[src/rtl/mul_bus_initiator.sv]
// rtl/mul_bus_initiator.sv - picorv32-native bus master driving the 16x16 multiplier peripheral
// Writes A, writes B, reads the product back and returns it (or a timeout error) on a response port.
module mul_bus_initiator #(
  parameter logic [31:0] ADDR_A  = 32'h0FFF_FFF0,
  parameter logic [31:0] ADDR_B  = 32'h0FFF_FFF4,
  parameter logic [31:0] ADDR_R  = 32'h0FFF_FFF8,
  parameter int unsigned TIMEOUT = 255
) (
  input  logic        clk,
  input  logic        reset,
  input  logic        cmd_valid,
  output logic        cmd_ready,
  input  logic [15:0] cmd_a,
  input  logic [15:0] cmd_b,
  output logic        rsp_valid,
  input  logic        rsp_ready,
  output logic [31:0] rsp_product,
  output logic        rsp_error,
  output logic        busy,
  output logic        mem_valid,
  output logic        mem_instr,
  input  logic        mem_ready,
  output logic [31:0] mem_addr,
  output logic [31:0] mem_wdata,
  output logic [3:0]  mem_wstrb,
  input  logic [31:0] mem_rdata
);

  typedef enum logic [2:0] {IDLE, WR_A, GAP_A, WR_B, GAP_B, RD_R, RESP} state_t;

  state_t      state_q, state_d;
  logic [15:0] a_q, a_d, b_q, b_d;
  logic        mem_valid_q, mem_valid_d;
  logic [31:0] mem_addr_q, mem_addr_d;
  logic [31:0] mem_wdata_q, mem_wdata_d;
  logic [3:0]  mem_wstrb_q, mem_wstrb_d;
  logic        rsp_valid_q, rsp_valid_d;
  logic [31:0] rsp_product_q, rsp_product_d;
  logic        rsp_error_q, rsp_error_d;
  logic        cmd_ready_q, cmd_ready_d;
  logic        busy_q, busy_d;
  logic [31:0] cnt_q, cnt_d;

  logic        xfer_done;
  logic        tmo_hit;
  logic [31:0] cnt_inc;

  assign xfer_done = mem_valid_q && mem_ready;
  assign cnt_inc   = cnt_q + 32'd1;
  // The stalled cycle being evaluated is the one that brings the count up to TIMEOUT.
  assign tmo_hit   = (TIMEOUT != 0) && (cnt_inc == TIMEOUT);

  always_comb begin
    state_d       = state_q;
    a_d           = a_q;
    b_d           = b_q;
    mem_valid_d   = mem_valid_q;
    mem_addr_d    = mem_addr_q;
    mem_wdata_d   = mem_wdata_q;
    mem_wstrb_d   = mem_wstrb_q;
    rsp_product_d = rsp_product_q;
    rsp_error_d   = rsp_error_q;
    cnt_d         = cnt_q;

    case (state_q)
      IDLE: begin
        if (cmd_valid) begin
          a_d         = cmd_a;
          b_d         = cmd_b;
          state_d     = WR_A;
          mem_valid_d = 1'b1;
          mem_addr_d  = ADDR_A;
          mem_wdata_d = {16'b0, cmd_a};
          mem_wstrb_d = 4'b1111;
          cnt_d       = 32'd0;
        end
      end
      WR_A, WR_B, RD_R: begin
        if (xfer_done) begin
          mem_valid_d = 1'b0;
          if (state_q == WR_A) begin
            state_d = GAP_A;
          end else if (state_q == WR_B) begin
            state_d = GAP_B;
          end else begin
            state_d       = RESP;
            rsp_product_d = mem_rdata;
            rsp_error_d   = 1'b0;
          end
        end else if (tmo_hit) begin
          mem_valid_d   = 1'b0;
          state_d       = RESP;
          rsp_product_d = 32'd0;
          rsp_error_d   = 1'b1;
        end else begin
          cnt_d = cnt_inc;
        end
      end
      GAP_A: begin
        state_d     = WR_B;
        mem_valid_d = 1'b1;
        mem_addr_d  = ADDR_B;
        mem_wdata_d = {16'b0, b_q};
        mem_wstrb_d = 4'b1111;
        cnt_d       = 32'd0;
      end
      GAP_B: begin
        state_d     = RD_R;
        mem_valid_d = 1'b1;
        mem_addr_d  = ADDR_R;
        mem_wdata_d = 32'd0;
        mem_wstrb_d = 4'b0000;
        cnt_d       = 32'd0;
      end
      RESP: begin
        if (rsp_ready) state_d = IDLE;
      end
      default: state_d = IDLE;
    endcase

    // Status outputs are registered copies of the upcoming state.
    cmd_ready_d = (state_d == IDLE);
    busy_d      = (state_d != IDLE);
    rsp_valid_d = (state_d == RESP);
  end

  always_ff @(posedge clk or posedge reset) begin
    if (reset) begin
      state_q       <= IDLE;
      a_q           <= 16'd0;
      b_q           <= 16'd0;
      mem_valid_q   <= 1'b0;
      mem_addr_q    <= 32'd0;
      mem_wdata_q   <= 32'd0;
      mem_wstrb_q   <= 4'd0;
      rsp_valid_q   <= 1'b0;
      rsp_product_q <= 32'd0;
      rsp_error_q   <= 1'b0;
      cmd_ready_q   <= 1'b1;
      busy_q        <= 1'b0;
      cnt_q         <= 32'd0;
    end else begin
      state_q       <= state_d;
      a_q           <= a_d;
      b_q           <= b_d;
      mem_valid_q   <= mem_valid_d;
      mem_addr_q    <= mem_addr_d;
      mem_wdata_q   <= mem_wdata_d;
      mem_wstrb_q   <= mem_wstrb_d;
      rsp_valid_q   <= rsp_valid_d;
      rsp_product_q <= rsp_product_d;
      rsp_error_q   <= rsp_error_d;
      cmd_ready_q   <= cmd_ready_d;
      busy_q        <= busy_d;
      cnt_q         <= cnt_d;
    end
  end

  assign cmd_ready   = cmd_ready_q;
  assign rsp_valid   = rsp_valid_q;
  assign rsp_product = rsp_product_q;
  assign rsp_error   = rsp_error_q;
  assign busy        = busy_q;
  assign mem_valid   = mem_valid_q;
  assign mem_instr   = 1'b0;
  assign mem_addr    = mem_addr_q;
  assign mem_wdata   = mem_wdata_q;
  assign mem_wstrb   = mem_wstrb_q;

endmodule

[config.mk]
export PLATFORM = sky130hd
export DESIGN_NAME = mul_bus_initiator
export DESIGN_NICKNAME = d
export VERILOG_FILES = /design/src/rtl/mul_bus_initiator.sv
export SDC_FILE = /design/constraint.sdc
export NUM_CORES = 1
export LEC_CHECK = 0
export BUFFER_PORTS_ARGS = -buffer_cell sky130_fd_sc_hd__buf_2
export CORE_ASPECT_RATIO = 1.25
export CORE_MARGIN = 3
export CORE_UTILIZATION = 37
export DETAILED_ROUTE_END_ITERATION = 10
export GPL_TIMING_DRIVEN = 0
export PLACE_DENSITY_LB_ADDON = 0.15
export SLEW_MARGIN = 20
export SYNTH_ARGS = -nofsm -noshare
export SYNTH_HDL_FRONTEND = slang
export SYNTH_SLANG_ARGS = --single-unit
[constraint.sdc]
create_clock -name clk -period 3.85 [get_ports clk]
set_input_delay 0.385 -clock clk [delete_from_list [all_inputs] [get_ports clk]]
set_output_delay 0.385 -clock clk [all_outputs]
set_load 0.02 [all_outputs]
==> key figures <==
Status
  • Outcome: finished, final reports clean

Synth
  • Synth Register Bits: 108
  • Predominant post-synthesis flop cell: dfrtp_1
  • Post-synthesis cell type count: 64
  • Post-Synthesis Cells: 579
  • Top cell type's share of synthesized area: 45.8%
  • Main combinational cell family by area after synthesis: compound AO/OA/AOI/OAI gates
  • Post-synth EDFFs: 0
  • Synth Area in Compound Gates: 20.0%
  • Syn avg cell area: 10.1 um2
  • Post-synthesis sequential area ratio: 46.2%
  • Simple-gate share of the synthesized area: 15.1%
  • Yosys top cell by area: dfrtp_1
  • Post-synthesis adder-cell area fraction: 0.428%
  • Ranking of synthesized cells by area: dfrtp_1 46%, buf_4 6.5%, a22o_1 4.8%
  • YS warnings: 0
  • Post-Syn Area: 0.00585 mm2
  • Synth Area in XOR/XNOR: 2.69%
  • Mux share of post-synthesis cell area: 3.93%
  • Ys async rst share: 100%

Power
  • Net Sw Power: 1.92 mW
  • Sequential Power Share: 37.3%
  • Sw Share: 40.8%
  • Design Power: 4.69 mW
  • Leakage power: 3.61 nW
  • Clock power share: 20.6%
  • Worst VDD drop: 0.000382 V
  • Gate power share: 42.1%
  • Pwr Density: 642 mW/mm2
  • Internal power: 2.78 mW

Cells and area
  • Most frequent cells in the layout: 165 x buf_2, 107 x dfrtp_1, 53 x buf_4
  • Layout Nets: 836
  • Final Cell Area: 0.00731 mm2
  • Fillers: 1512
  • P&R area growth vs syn: 24.9%
  • Layout cell share with drive strength beyond 1: 36.2%
  • Leading cell type in the layout, fill and taps excluded: buf_2
  • Final Non-Filler Cells: 978
  • ANT cells: 0
  • Layout Utilization: 47.9%

Worst setup path
  • Max FO, Critical Path: 10
  • Worst Setup Start Kind: flop
  • Reg-to-reg startpoint: cnt_q[0]
  • R2R depth: 10
  • WP data arrival: 3.66 ns
  • CP Capture Type: flop
  • Worst endpoint required time: 4.08 ns
  • Reg2reg end: rsp_product[5]
  • Worst reg2reg setup slack: 0.42 ns
  • CP Class: reg2reg

Placement
  • HPWL Detailed: 11400 um
  • Dpl cells: 961
  • Setup WS pre-CTS: 0.161 ns
  • PortBufs: 151
  • GPL Wtd Cong: 0.835
  • Post-DP Area: 0.00698 mm2

STA
  • RSZ-0062 raised after global routing: false
  • Hold Fails Final Rpt: 0
  • Min Tclk post-route: 3.43 ns
  • Final Skew: 0.00753 ns
  • Max Clk Rate: 291 MHz
  • Max-slew headroom: 55.7%
  • Max-slew violations: 0
  • Smallest setup slack after layout: 0.416 ns
  • Setup Viol. Count Final: 0
  • Fin crit share: 89.2%
  • Tightest Pin Transition: 0.665 ns

Routing
  • First-pass DRT Iterations: 5
  • Routed WL: 15400 um
  • Starting DRT DRC Count: 198
  • WL/cell: 15.8 um
  • Drt drc: 0
  • Via density: 5.07
  • Remaining antenna violation count: 0
  • Via count: 4958

Min path
  • Min-Delay Path Class: in2async

CTS
  • CTS tree: yes
  • Root Driver: clkbuf_16
  • Worst skew pair latency: 0.34 ns
  • Clk buf depth: 2
  • H-tree lvl count: 3
  • Inserted Clock Buffers: 9
  • Sink Count: 108
  • Clock transition at path regs: 0.08 ns

Floorplan
  • Rows: 50
  • Initial core utilization: 38.3%
  • IO Pins: 175
  • Die ar.: 0.0174 mm2
  • Chip Width: 118 um
  • Core ar.: 0.0153 mm2
  • Die H: 147 um

Global route
  • Largest net degree at the start of global routing: 62
  • GR Overflow Total: 0
  • First-pass GRT wire length: 24700 um
  • Vias in the first global route: 4904
  • Total Routing Usage GR: 17.3%
  • Initial antenna violation count: 0

Job
  • Max-cap violations: 0
-- layout make-up --
type | count | area, um2 | area share (%)
tap | 208 | 260 | 3.56
multi-input combinational | 370 | 2560 | 35.0
buffer | 93 | 566 | 7.74
clock inverter | 6 | 78.8 | 1.08
clock buffer | 10 | 229 | 3.13
timing repair buffer | 154 | 798 | 10.9
sequential | 108 | 2700 | 37.0
inverter | 29 | 114 | 1.56
-- repair_timing --
| item | CTS | global route |
|---|---|---|
| hold buffers | 0 | 0 |
| endpoints found under the setup margin | 0 | 58 |
| resized for setup | 0 | 1 |
| setup buffers | 0 | 2 |
-- through the flow --
stage                     TNS (ns)  hold slack, ns
after detailed placement         0           0.439
after global routing             0          0.0864
after global placement      -74.27           0.456
after CTS                        0          0.0679
after floorplan                  0           0.455
final                            0          0.0587
-- Yosys cell counts (7+ instances only) --
cell type and n:
mux2_2 16, a211oi_1 13, a21o_1 14, buf_4 51
and3_1 7, clkbuf_1 27, buf_2 14, o21ai_0 18
nand2b_1 10, dfrtp_1 107, or2_2 9, xnor2_1 13
nor2_1 20, a22o_1 32, nand3_1 16, nand4_1 10
nor3_1 15, inv_1 28, o211ai_1 13, a222oi_1 13
a21oi_1 7, nand2_1 40
-- registers in the layout (all words and copies together) (netlist names) --
signal       cells
mem_addr         3
cnt_q           32
cmd_ready        1
rsp_valid        1
mem_valid        1
busy             1
rsp_product     32
b_q             16
mem_wdata       16
rsp_error        1
mem_wstrb        1
state_q          3
-- worst max-delay path by stage --
stage | from | to | cells after the start
2_1_floorplan | reset | b_q[0] | 1
3_3_place_gp | reset | b_q[10] | 2
3_5_place_dp | cnt_q[0] | busy | 11
4_1_cts | cnt_q[0] | busy | 11
5_1_grt | cnt_q[1] | rsp_product[5] | 11
6_report | cnt_q[0] | rsp_product[5] | 10
-- critical path, stage by stage (launching register included) --
cell      delay (ns)
dfrtp_1         0.44
ha_2            0.31
nand2_1         0.15
or3_1           0.38
a221oi_2        0.27
o211ai_1        0.15
or4_4           0.61
o21ai_4         0.27
o211ai_1        0.25
buf_2           0.29
a22o_1          0.20
-- power groups by stage --
stage | combinational, mW | sequential (mW) | clock (mW)
after floorplan | 0.978 | 2.06 | 0
after global placement | 1.93 | 1.75 | 0
after detailed placement | 1.97 | 1.76 | 0
after CTS | 1.97 | 1.75 | 0.995
after global routing | 2.15 | 1.80 | 1.04
final | 1.97 | 1.75 | 0.969
-- layer usage --
metal / wire length [um] / vias to the layer above / track usage [%]
met1: 6210 / 2393 / 20.7
li1: - / 2405 / -
met5: 0 / - / 0
met3: 915 / 23 / 4.11
met4: 299 / 0 / 5.39
met2: 8000 / 137 / 30.8
-- cells by family (layout without fill, tap and decap cells) --
logic type      count (synthesis)  count (layout)
simple gates                  158             158
compound gates                148             148
buf+inv                       123             292
flops                         108             108
mux                            21              21
xor+xnor                       18              18
fa+ha+maj                       2               2
other cells                     1              23
No activity file was read; power rests on OpenSTA's default activity.
